## src/rtl/command_decoder_pkg.sv

```systemverilog
// TitanComms shared definitions: opcode set, decoder states and the
// frame-length lookup used to size each command frame.
package command_decoder_pkg;

    typedef enum logic [7:0] {
        OP_WRITE              = 8'h01,
        OP_READ               = 8'h02,
        OP_STREAM             = 8'h03,
        OP_TRANSFER           = 8'h04,
        OP_REPEAT             = 8'h05,
        OP_BIND_INTERRUPT     = 8'h06,
        OP_BIND_READ_ADDRESS  = 8'h07,
        OP_BIND_WRITE_ADDRESS = 8'h08
    } opcode_t;

    typedef enum logic [1:0] {
        IDLE,
        COLLECT,
        ISSUE
    } decoder_state_t;

    localparam int COUNT_WIDTH = 5;

    // Total frame length including the opcode byte; 0 marks an unknown opcode.
    function automatic int frame_bytes(input logic [7:0] opcode, input int ab, input int vb);
        int n;
        n = 0;
        case (opcode)
            OP_WRITE:                   n = 1 + ab + vb;
            OP_READ,
            OP_BIND_INTERRUPT,
            OP_BIND_READ_ADDRESS,
            OP_BIND_WRITE_ADDRESS:      n = 1 + ab;
            OP_STREAM:                  n = 1 + vb;
            OP_TRANSFER, OP_REPEAT:     n = 1;
            default:                    n = 0;
        endcase
        return n;
    endfunction

endpackage

```

## src/rtl/command_decoder_tx_byte_sel.sv

```systemverilog
// Registered MSB-first byte selector feeding the SPI transmit byte; one
// snapshot register and pointer shared by TRANSFER readback and STREAM.
module command_decoder_tx_byte_sel #(
    parameter int VALUE_WIDTH = 32
) (
    input  logic                   clk,
    input  logic                   rst_n,
    input  logic                   transfer_i,
    input  logic                   repeat_i,
    input  logic                   stream_start_i,
    input  logic                   stream_step_i,
    input  logic [VALUE_WIDTH-1:0] core_value_i,
    input  logic [VALUE_WIDTH-1:0] stream_value_i,
    output logic [7:0]             tx_byte_o
);
    localparam int VB = VALUE_WIDTH / 8;
    localparam int PW = (VB > 1) ? $clog2(VB) : 1;
    localparam logic [PW-1:0] LAST = PW'(VB - 1);

    logic [VALUE_WIDTH-1:0] snap_q, snap_d;
    logic [PW-1:0]          ptr_q, ptr_d, ptr_next;
    logic [7:0]             tx_q, tx_d;

    function automatic logic [7:0] byte_at(input logic [VALUE_WIDTH-1:0] v, input logic [PW-1:0] p);
        return v[(VB - 1 - int'(p)) * 8 +: 8];
    endfunction

    always_comb begin
        snap_d   = snap_q;
        ptr_d    = ptr_q;
        tx_d     = tx_q;
        ptr_next = (ptr_q == LAST) ? '0 : ptr_q + PW'(1);
        if (repeat_i) begin
            ptr_d = '0;
            tx_d  = 8'h00;
        end else if (transfer_i) begin
            // A readback pass restarting at byte 0 takes a fresh snapshot.
            if (ptr_q == '0) begin
                snap_d = core_value_i;
                tx_d   = core_value_i[VALUE_WIDTH-1 -: 8];
            end else begin
                tx_d = byte_at(snap_q, ptr_q);
            end
            ptr_d = ptr_next;
        end else if (stream_start_i) begin
            snap_d = stream_value_i;
            tx_d   = stream_value_i[VALUE_WIDTH-1 -: 8];
            ptr_d  = (LAST == '0) ? '0 : PW'(1);
        end else if (stream_step_i) begin
            // Pointer back at 0 means every snapshot byte has been shifted out.
            if (ptr_q == '0) begin
                tx_d = 8'h00;
            end else begin
                tx_d  = byte_at(snap_q, ptr_q);
                ptr_d = ptr_next;
            end
        end
    end

    always_ff @(posedge clk or negedge rst_n) begin
        if (!rst_n) begin
            snap_q <= '0;
            ptr_q  <= '0;
            tx_q   <= 8'h00;
        end else begin
            snap_q <= snap_d;
            ptr_q  <= ptr_d;
            tx_q   <= tx_d;
        end
    end

    assign tx_byte_o = tx_q;

endmodule

```

## src/rtl/command_decoder.sv

```systemverilog
// TitanComms command decoder: rebuilds SPI command frames byte by byte and
// issues each complete command on a ready/valid bus to the core.
module command_decoder
    import command_decoder_pkg::*;
#(
    parameter int ADDRESS_WIDTH     = 24,
    parameter int VALUE_WIDTH       = 32,
    parameter int INSTRUCTION_WIDTH = 8
) (
    input  logic                     clk,
    input  logic                     rst_n,
    input  logic                     spi_frame_active,
    input  logic                     spi_rx_valid,
    input  logic [7:0]               spi_rx_byte,
    input  logic [VALUE_WIDTH-1:0]   value_from_core,
    input  logic [VALUE_WIDTH-1:0]   stream_bus,
    output logic                     cmd_valid,
    input  logic                     cmd_ready,
    output logic [7:0]               instruction_bus,
    output logic [ADDRESS_WIDTH-1:0] address_bus,
    output logic [VALUE_WIDTH-1:0]   value_bus,
    output logic [7:0]               spi_tx_byte,
    output logic                     err_opcode,
    output logic                     err_overrun,
    output logic                     err_abort
);
    localparam int AB = ADDRESS_WIDTH / 8;
    localparam int VB = VALUE_WIDTH / 8;
    localparam int FW = ADDRESS_WIDTH + VALUE_WIDTH;

    if (INSTRUCTION_WIDTH != 8) begin : g_bad_instruction_width
        $error("command_decoder: INSTRUCTION_WIDTH must be 8");
    end
    if ((ADDRESS_WIDTH % 8 != 0) || (ADDRESS_WIDTH < 8) || (ADDRESS_WIDTH > 32) ||
        (VALUE_WIDTH % 8 != 0) || (VALUE_WIDTH < 8) || (VALUE_WIDTH > 64)) begin : g_bad_field_width
        $error("command_decoder: unsupported ADDRESS_WIDTH/VALUE_WIDTH");
    end

    decoder_state_t           state_q, state_d;
    logic [COUNT_WIDTH-1:0]   remaining_q, remaining_d;
    logic [7:0]               opcode_q, opcode_d;
    logic [FW-1:0]            field_q, field_d;
    logic                     frame_active_q, frame_active_d;
    logic                     cmd_valid_q, cmd_valid_d;
    logic [7:0]               instruction_q, instruction_d;
    logic [ADDRESS_WIDTH-1:0] address_q, address_d;
    logic [VALUE_WIDTH-1:0]   value_q, value_d;
    logic                     err_opcode_q, err_opcode_d;
    logic                     err_overrun_q, err_overrun_d;
    logic                     err_abort_q, err_abort_d;

    logic          do_transfer, do_repeat, do_stream_start, do_stream_step;
    logic          frame_fall;
    logic [FW-1:0] assembled;
    int            rx_frame_bytes;

    assign frame_fall = frame_active_q && !spi_frame_active;

    always_comb begin
        state_d         = state_q;
        remaining_d     = remaining_q;
        opcode_d        = opcode_q;
        field_d         = field_q;
        frame_active_d  = spi_frame_active;
        cmd_valid_d     = cmd_valid_q;
        instruction_d   = instruction_q;
        address_d       = address_q;
        value_d         = value_q;
        err_opcode_d    = 1'b0;
        err_overrun_d   = 1'b0;
        err_abort_d     = 1'b0;
        do_transfer     = 1'b0;
        do_repeat       = 1'b0;
        do_stream_start = 1'b0;
        do_stream_step  = 1'b0;
        assembled       = {field_q[FW-9:0], spi_rx_byte};
        rx_frame_bytes  = frame_bytes(spi_rx_byte, AB, VB);

        unique case (state_q)
            IDLE: begin
                if (spi_rx_valid) begin
                    if (spi_rx_byte == OP_TRANSFER) begin
                        do_transfer = 1'b1;
                    end else if (spi_rx_byte == OP_REPEAT) begin
                        do_repeat = 1'b1;
                    end else if (rx_frame_bytes == 0) begin
                        err_opcode_d = 1'b1;
                    end else begin
                        opcode_d        = spi_rx_byte;
                        remaining_d     = COUNT_WIDTH'(rx_frame_bytes - 1);
                        field_d         = '0;
                        state_d         = COLLECT;
                        do_stream_start = (spi_rx_byte == OP_STREAM);
                    end
                end
            end
            COLLECT: begin
                // A frame ending mid-command wins over a byte on the same cycle.
                if (frame_fall) begin
                    state_d     = IDLE;
                    field_d     = '0;
                    err_abort_d = 1'b1;
                end else if (spi_rx_valid) begin
                    field_d        = assembled;
                    remaining_d    = remaining_q - COUNT_WIDTH'(1);
                    do_stream_step = (opcode_q == OP_STREAM);
                    if (remaining_q == COUNT_WIDTH'(1)) begin
                        state_d       = ISSUE;
                        cmd_valid_d   = 1'b1;
                        instruction_d = opcode_q;
                        address_d     = '0;
                        value_d       = '0;
                        case (opcode_q)
                            OP_WRITE: begin
                                address_d = assembled[FW-1 -: ADDRESS_WIDTH];
                                value_d   = assembled[VALUE_WIDTH-1:0];
                            end
                            OP_STREAM: value_d   = assembled[VALUE_WIDTH-1:0];
                            default:   address_d = assembled[ADDRESS_WIDTH-1:0];
                        endcase
                    end
                end
            end
            ISSUE: begin
                err_overrun_d = spi_rx_valid;
                if (cmd_ready) begin
                    state_d     = IDLE;
                    cmd_valid_d = 1'b0;
                end
            end
            default: state_d = IDLE;
        endcase
    end

    always_ff @(posedge clk or negedge rst_n) begin
        if (!rst_n) begin
            state_q        <= IDLE;
            remaining_q    <= '0;
            opcode_q       <= 8'h00;
            field_q        <= '0;
            frame_active_q <= 1'b0;
            cmd_valid_q    <= 1'b0;
            instruction_q  <= 8'h00;
            address_q      <= '0;
            value_q        <= '0;
            err_opcode_q   <= 1'b0;
            err_overrun_q  <= 1'b0;
            err_abort_q    <= 1'b0;
        end else begin
            state_q        <= state_d;
            remaining_q    <= remaining_d;
            opcode_q       <= opcode_d;
            field_q        <= field_d;
            frame_active_q <= frame_active_d;
            cmd_valid_q    <= cmd_valid_d;
            instruction_q  <= instruction_d;
            address_q      <= address_d;
            value_q        <= value_d;
            err_opcode_q   <= err_opcode_d;
            err_overrun_q  <= err_overrun_d;
            err_abort_q    <= err_abort_d;
        end
    end

    command_decoder_tx_byte_sel #(
        .VALUE_WIDTH(VALUE_WIDTH)
    ) u_tx_byte_sel (
        .clk            (clk),
        .rst_n          (rst_n),
        .transfer_i     (do_transfer),
        .repeat_i       (do_repeat),
        .stream_start_i (do_stream_start),
        .stream_step_i  (do_stream_step),
        .core_value_i   (value_from_core),
        .stream_value_i (stream_bus),
        .tx_byte_o      (spi_tx_byte)
    );

    assign cmd_valid       = cmd_valid_q;
    assign instruction_bus = instruction_q;
    assign address_bus     = address_q;
    assign value_bus       = value_q;
    assign err_opcode      = err_opcode_q;
    assign err_overrun     = err_overrun_q;
    assign err_abort       = err_abort_q;

endmodule

```

## config.mk

```make
export PLATFORM = sky130hd
export DESIGN_NAME = command_decoder
export DESIGN_NICKNAME = d
export VERILOG_FILES = /design/src/rtl/command_decoder_pkg.sv /design/src/rtl/command_decoder_tx_byte_sel.sv /design/src/rtl/command_decoder.sv
export SDC_FILE = /design/constraint.sdc
export NUM_CORES = 1
export LEC_CHECK = 0
export CAP_MARGIN = 25
export CORE_MARGIN = 2
export CORE_UTILIZATION = 40
export DETAILED_ROUTE_END_ITERATION = 10
export PLACE_DENSITY = 0.62
export SLEW_MARGIN = 20
export SYNTH_ARGS = -nofsm -noshare
export SYNTH_HDL_FRONTEND = slang
export SYNTH_SLANG_ARGS = --single-unit
```

## constraint.sdc

```tcl
create_clock -name clk -period 2.7 [get_ports clk]
set_input_delay 0.27 -clock clk [delete_from_list [all_inputs] [get_ports clk]]
set_output_delay 0.27 -clock clk [all_outputs]
set_load 0.005 [all_outputs]
```

==> impl_metrics.py, run 1 <==
metrics = {
    "finish": {
        "fin_cells": 1181,
        "nets": 987,
        "utilization_pct": 55.6,
        "layout_common_cells": "dfrtp_1 (174), clkdlybuf4s50_1 (147), nand2_1 (95), o21ai_0 (65), buf_4 (65)",
        "drive_gt1_share_pct": 18.2,
        "num_antenna_cells": 0,
        "final_common_cell": "dfrtp_1",
        "fill_cells": 1694,
        "area_growth_pct": 37.6,
    },
    "floorplan": {
        "initial_core_util_pct": 40.4,
        "die_w_um": 144,
        "core-area_sq_um": 19300,
        "dieHeight_um": 144,
        "die-area_sq_um": 20700,
        "pin_count": 153,
        "rows": 51,
    },
    "synth": {
        "async_flop_share_pct": 100,
        "synth-simple-area-share_pct": 13.3,
        "synthMuxAreaShare_pct": 8.36,
        "synthesis.nets": 801,
        "synthFlopType": "dfrtp_1",
        "seq_area_frac_synth_pct": 55.8,
        "synth_compound_area_share_pct": 17.7,
        "ys.warnings.count": 0,
        "ys_seq_elements": 174,
        "syn_area_sq_um": 7810,
        "ys_types": 49,
        "synth_edf_count": 0,
        "synthCells": 718,
        "synth_xor_area_share_pct": 0.112,
        "synth_top_family_by_area": "compound AO/OA/AOI/OAI gates",
        "syn_area_per_cell_sq_um": 10.9,
        "synthAdderAreaFrac_pct": 0.961,
    },
    "clock_tree": {
        "cts_buffers": 17,
        "cts_num_sinks": 174,
        "cts.path.max_buffers": 2,
        "worstSkewPairLatency_ps": 430,
        "cts_tree": "yes",
        "cts-root-buf": "clkbuf_16",
        "htreeDepth": 4,
        "clk_pin_slew_ps": 60,
    },
    "worst_setup_path": {
        "cp.required_ps": 3040,
        "crit_type": "input pin to flop",
        "cp_slowest_stage_delay_ps": 650,
        "slowest_stage": "clkdlybuf4s50_1",
        "cp_cell_sequence": "clkdlybuf4s50_1 -> nand3b_1 -> a211o_4 -> ha_4 -> ha_4 -> nor4bb_4 -> buf_4 -> a22oi_1 -> nor2_1 -> a311oi_2 -> nor3_1",
        "worstPathArrival_ps": 2980,
        "path_common_cell": "ha_4",
        "worstPathMaxFanout": 6,
        "startpoint_type": "input pin",
        "worst_setup_path_end_kind": "flop",
    },
    "sta": {
        "report.final.slew_viol_count": 0,
        "fin_crit_sh_pct": 98.0,
        "min_period_ps": 2650,
        "fin_skew_ps": 8.02,
        "fin_ws_ps": 53.2,
        "hold_viol_final": 0,
        "finalSetupViolations": 0,
        "worst_pin_slew_ps": 524,
        "whs_ps": 332,
        "finalSetupTns_ps": 0,
        "maxSlewHeadroom_pct": 65.1,
        "max_freq_mhz": 378,
    },
    "pwr": {
        "switching_power_mw": 1.68,
        "vdd_drop_max_mv": 0.423,
        "power.leakage_nw": 4.61,
        "p_int_mw": 4.63,
        "combinationalPowerShare_pct": 14.3,
        "power_density_nw_per_um2": 587,
        "switching_share_pct": 26.7,
        "clkPwrFrac_pct": 37.0,
        "seqPwrFrac_pct": 48.7,
    },
    "global_route": {
        "track_usage_pct": 21.1,
        "grt_overflow_total": 0,
        "grt_pass1_wl_um": 33500,
        "grt_pass1_vias": 6343,
        "grt_start_max_net_pins": 63,
        "antenna_found_initial": 0,
    },
    "route": {
        "wl_um": 20900,
        "vias": 6251,
        "dr.pass1.iters": 6,
        "wl_per_cell_um": 17.7,
        "drc": 0,
        "drt_iter0_drc": 336,
        "vias_per_cell": 5.29,
        "antenna_left": 0,
    },
    "placement": {
        "hpwl_um": 15300,
        "routabilityCongestion": 0.783,
        "dp.cells": 1144,
        "port_buffers": 152,
        "pre_cts_ws_ps": -477,
    },
    "flow_run": {
        "max_cap_viol_count": 0,
    },
    "outcome": {
        "outcome": "complete, no violations",
    },
    "worst_hold_path": {
        "min_path_type": "input pin to flop",
    },
}
per-stage QoR:
step | total power, mW | cell area, sq um
after floorplan | 3.48 | 7880
after global placement | 4.00 | 10000
after detailed placement | 4.02 | 10000
after CTS | 6.36 | 10600
after global routing | 6.60 | 10800
final | 6.31 | 10800
worst max-delay path: cells and delay by family:
family	cells	cell delay [ps]
buf+inv	2	850
compound gates	3	550
simple gates	4	960
fa+ha+maj	2	350
routing by layer:
metal / up-vias / routed length (um) / track usage [%]
li1: 2944 / - / -
met4: 0 / 498 / 7.84
met1: 3075 / 8670 / 26.4
met3: 31 / 1070 / 4.17
met2: 201 / 10700 / 36.1
met5: - / 0 / 0
power groups by stage:
stage               registers [mW]  clock network, mW  logic (mW)
floorplan                     3.03                  0       0.452
global placement              3.11                  0       0.883
detailed placement            3.12                  0       0.908
CTS                           3.07               2.38       0.912
global route                  3.10               2.50       0.997
finish                        3.08               2.33       0.902
what timing repair did:
action	in CTS	in global routing
setup endpoints to repair	1	23
hold endpoints to repair	53	0
hold buffers	1	0
setup buffers	0	3
resized for setup	1	18
cloned	0	2
pin swaps	0	5
synth_stat cells (7+ instances only):
cell | n | share of area (%)
a21oi_2 | 17 | 1.9
nor2_1 | 45 | 2.2
mux2_2 | 18 | 2.6
dfrtp_1 | 174 | 56
buf_2 | 8 | 0.51
a22o_1 | 51 | 5.7
clkbuf_1 | 45 | 2.2
o21ai_0 | 67 | 4.3
mux2i_1 | 27 | 3.5
inv_1 | 7 | 0.34
a21oi_1 | 37 | 2.4
nor3_1 | 12 | 0.77
nand2_1 | 96 | 4.6
mux4_2 | 8 | 2.3
nor3b_1 | 26 | 2.5
layout make-up:
type	instances	area, sq um	share of cell area (%)
repair buffers	225	2170	20.2
clock inverters	8	85.1	0.791
flip-flops and latches	174	4350	40.5
multi-input cells	478	3310	30.8
inverters	8	30.0	0.279
well taps	265	332	3.08
clock buffers	23	468	4.35
sequential cells by signal, summed over array words and instances, names as in the netlist:
signal	flops
opcode_q	8
err_abort	1
instruction_bus	8
cmd_valid	1
value_bus	32
u_tx_byte_sel.tx_byte_o	8
u_tx_byte_sel.ptr_q	2
err_overrun	1
state_q	2
field_q	48
frame_active_q	1
err_opcode	1
address_bus	24
remaining_q	5
u_tx_byte_sel.snap_q	32
cells by family (layout without fill, tap and decap cells):
| logic type | after synthesis | in the layout |
|---|---|---|
| multiplexers | 53 | 53 |
| AO/OA/AOI/OAI | 204 | 204 |
| flip-flops | 174 | 174 |
| XOR/XNOR | 1 | 1 |
| adder cells (fa/ha/maj) | 6 | 6 |
| buffers and inverters | 66 | 264 |
| AND/OR/NAND/NOR | 214 | 214 |
worst paths after layout:
path | startpoint | endpoint | slack (ps) | depth (start not counted)
max | spi_rx_byte[1] | u_tx_byte_sel.tx_byte_o[1] | 50 | 11
min | spi_rx_byte[7] | field_q[7] | 330 | 3
max reg2reg | state_q[1] | u_tx_byte_sel.tx_byte_o[0] | 510 | 6
min reg2reg | address_bus[14] | address_bus[14] | 480 | 2
max in group asynchronous | rst_n | u_tx_byte_sel.snap_q[29] | 1490 | 3
min in group asynchronous | rst_n | value_bus[13] | 380 | 2
Power figures use the tool's default switching activity.
==> inputs of run 2 (changes only) <==
--- a/config.mk
+++ b/config.mk
@@ -7,9 +7,10 @@
 export LEC_CHECK = 0
 export CAP_MARGIN = 25
 export CORE_MARGIN = 2
-export CORE_UTILIZATION = 40
+export CORE_UTILIZATION = 37
+export CTS_BUF_LIST = sky130_fd_sc_hd__clkbuf_16
 export DETAILED_ROUTE_END_ITERATION = 10
-export PLACE_DENSITY = 0.62
+export PLACE_DENSITY = 0.58
 export SLEW_MARGIN = 20
 export SYNTH_ARGS = -nofsm -noshare
 export SYNTH_HDL_FRONTEND = slang
==> impl_metrics.py, run 2 (synthesis results as in run 1) <==
metrics = {
    "sta": {
        "report.final.slew_viol_count": 0,
        "finalSetupTns_ps": 0,
        "fin_skew_ps": 9.89,
        "maxSlewHeadroom_pct": 61.4,
        "max_freq_mhz": 378,
        "hold_viol_final": 0,
        "finalSetupViolations": 0,
        "worst_pin_slew_ps": 579,
        "min_period_ps": 2640,
        "fin_crit_sh_pct": 97.9,
    },
    "finish": {
        "fin_area_sq_um": 10700,
        "utilization_pct": 51.4,
        "final_common_cell": "dfrtp_1",
        "drive_gt1_share_pct": 18.0,
        "largest_reg_flops": 48,
        "layout_common_cells": "dfrtp_1 (174), clkdlybuf4s50_1 (145), nand2_1 (95), o21ai_0 (66), buf_4 (63)",
        "area_growth_pct": 37.5,
        "num_antenna_cells": 0,
        "top_register": "field_q",
        "fin_cells": 1191,
        "nets": 986,
    },
    "route": {
        "drt_iter0_drc": 316,
        "drc": 0,
        "wl_met3_um": 936,
        "m1WireLength_um": 8750,
        "dr.pass1.iters": 4,
        "wl_um": 20600,
        "wl_met2_um": 10700,
        "vias_per_cell": 5.14,
        "vias": 6126,
        "highest_layer": "met4",
        "wl_per_cell_um": 17.3,
        "antenna_left": 0,
    },
    "pwr": {
        "p_int_mw": 4.57,
        "switching_share_pct": 27.0,
        "seqPwrFrac_pct": 49.0,
        "power.leakage_nw": 4.62,
        "combinationalPowerShare_pct": 14.3,
        "power_density_nw_per_um2": 583,
        "switching_power_mw": 1.69,
        "vdd_drop_max_mv": 0.339,
        "total_power_mw": 6.26,
        "clkPwrFrac_pct": 36.6,
    },
    "clock_tree": {
        "clk_pin_slew_ps": 70,
        "cts_num_sinks": 174,
        "cts.path.max_buffers": 2,
        "worstSkewPairLatency_ps": 420,
        "htreeDepth": 4,
        "cts-root-buf": "clkbuf_16",
        "cts_buffers": 17,
        "cts_tree": "yes",
    },
    "worst_setup_path": {
        "worstReg2RegStart": "state_q[1]",
        "cp_num_cells": 11,
        "cp_top_family": "simple AND/OR/NAND/NOR gates",
        "cp.required_ps": 3030,
        "startpoint_type": "input pin",
        "crit_type": "input pin to flop",
        "critPathCapture": "u_tx_byte_sel.tx_byte_o[0]",
        "worst_setup_path_end_kind": "flop",
        "cp_slowest_stage_delay_ps": 660,
        "cp_cell_sequence": "clkdlybuf4s50_1 -> nand3b_1 -> a211o_4 -> ha_4 -> ha_4 -> nor4bb_4 -> buf_4 -> a22oi_1 -> nor2_1 -> a311oi_2 -> nor3_1",
        "r2r-end": "u_tx_byte_sel.snap_q[5]",
        "crit_start": "spi_rx_byte[0]",
        "path_common_cell": "ha_4",
        "slowest_stage": "clkdlybuf4s50_1",
        "worst-path-buf-inv": 2,
        "reg2reg_setup_slack_ps": 480,
        "worstPathMaxFanout": 5,
        "worstPathArrival_ps": 2980,
        "r2r_cells": 6,
    },
    "outcome": {
        "outcome": "complete, no violations",
    },
    "floorplan": {
        "pin_count": 153,
        "initial_core_util_pct": 37.4,
        "dieHeight_um": 149,
        "core-area_sq_um": 20900,
        "die_w_um": 149,
        "die-area_sq_um": 22300,
        "rows": 53,
    },
    "placement": {
        "dp.cells": 1152,
        "port_buffers": 152,
        "hpwl_um": 14900,
        "routabilityCongestion": 0.841,
        "placed_area_sq_um": 10100,
    },
    "global_route": {
        "grt_overflow_total": 0,
        "grt_start_max_net_pins": 101,
        "grt_pass1_vias": 6356,
        "grt_pass1_wl_um": 33000,
        "track_usage_pct": 19.0,
        "antenna_found_initial": 0,
    },
    "worst_hold_path": {
        "worstHoldStart": "spi_rx_byte[4]",
        "min_path_type": "input pin to flop",
    },
    "flow_run": {
        "max_cap_viol_count": 0,
    },
}
run 2: changes by cell type in the layout (fill, tap and decap cells not counted), sizes merged:
cell,before,now
clkbuf,24,17
clkdlybuf4s50,147,145
dlymetal6s2s,4,6
clkinvlp,1,3
clkinv,6,8
inv,8,11
run 2: worst min-delay path by stage:
stage / to / slack (ps) / depth (start not counted)
after floorplan: address_bus[0] / -30 / 0
after global placement: value_bus[14] / 280 / 1
after detailed placement: value_bus[14] / 290 / 1
after CTS: frame_active_q / 330 / 1
after global routing: field_q[4] / 320 / 3
final: field_q[4] / 320 / 3
run 2: power by group through the flow:
| stage | clock network [mW] | logic [mW] | registers, mW |
|---|---|---|---|
| 6_report | 2.29 | 0.897 | 3.07 |
| 5_1_grt | 2.47 | 0.988 | 3.10 |
| 4_1_cts | 2.34 | 0.909 | 3.07 |
| 3_5_place_dp | 0 | 0.905 | 3.12 |
| 3_3_place_gp | 0 | 0.878 | 3.11 |
| 2_1_floorplan | 0 | 0.452 | 3.03 |
run 2: through the flow:
step | hold slack (ps) | setup WS (ps)
after floorplan | -25.6 | -37.6
after global placement | 278 | -406
after detailed placement | 294 | -459
after CTS | 329 | 13.6
after global routing | 318 | -47.5
final | 319 | 56.9
run 2: what timing repair did:
action                                  CTS  global route
hold buffers                              1             0
resized for setup                         1            18
buffers inserted                          0             5
pin swaps                                 0            12
endpoints found under the setup margin    4            34
hold endpoints to repair                 58             0
gates cloned                              0             1
run 2: final cells by class:
cell class | instances | area (sq um)
sequential | 174 | 4350
clock inverter | 15 | 119
inverter | 8 | 30.0
multi-input combinational | 478 | 3300
timing repair buffer | 224 | 2170
tap | 275 | 344
clock buffer | 17 | 425
fill | 1876 | 10100
run 2: worst reg2reg max path, delay by kind of cell, from the launching register on:
| kind | cells | cell delay [ps] |
|---|---|---|
| buf+inv | 1 | 200 |
| flops | 1 | 430 |
| mux | 1 | 290 |
| simple gates | 3 | 1100 |
| compound gates | 1 | 80 |
run 2: metal layers:
metal | vias up | global-route usage, %
li1 | 2936 | -
met1 | 3013 | 23.5
met2 | 162 | 33.0
met3 | 15 | 4.28
met4 | 0 | 6.43
met5 | - | 0
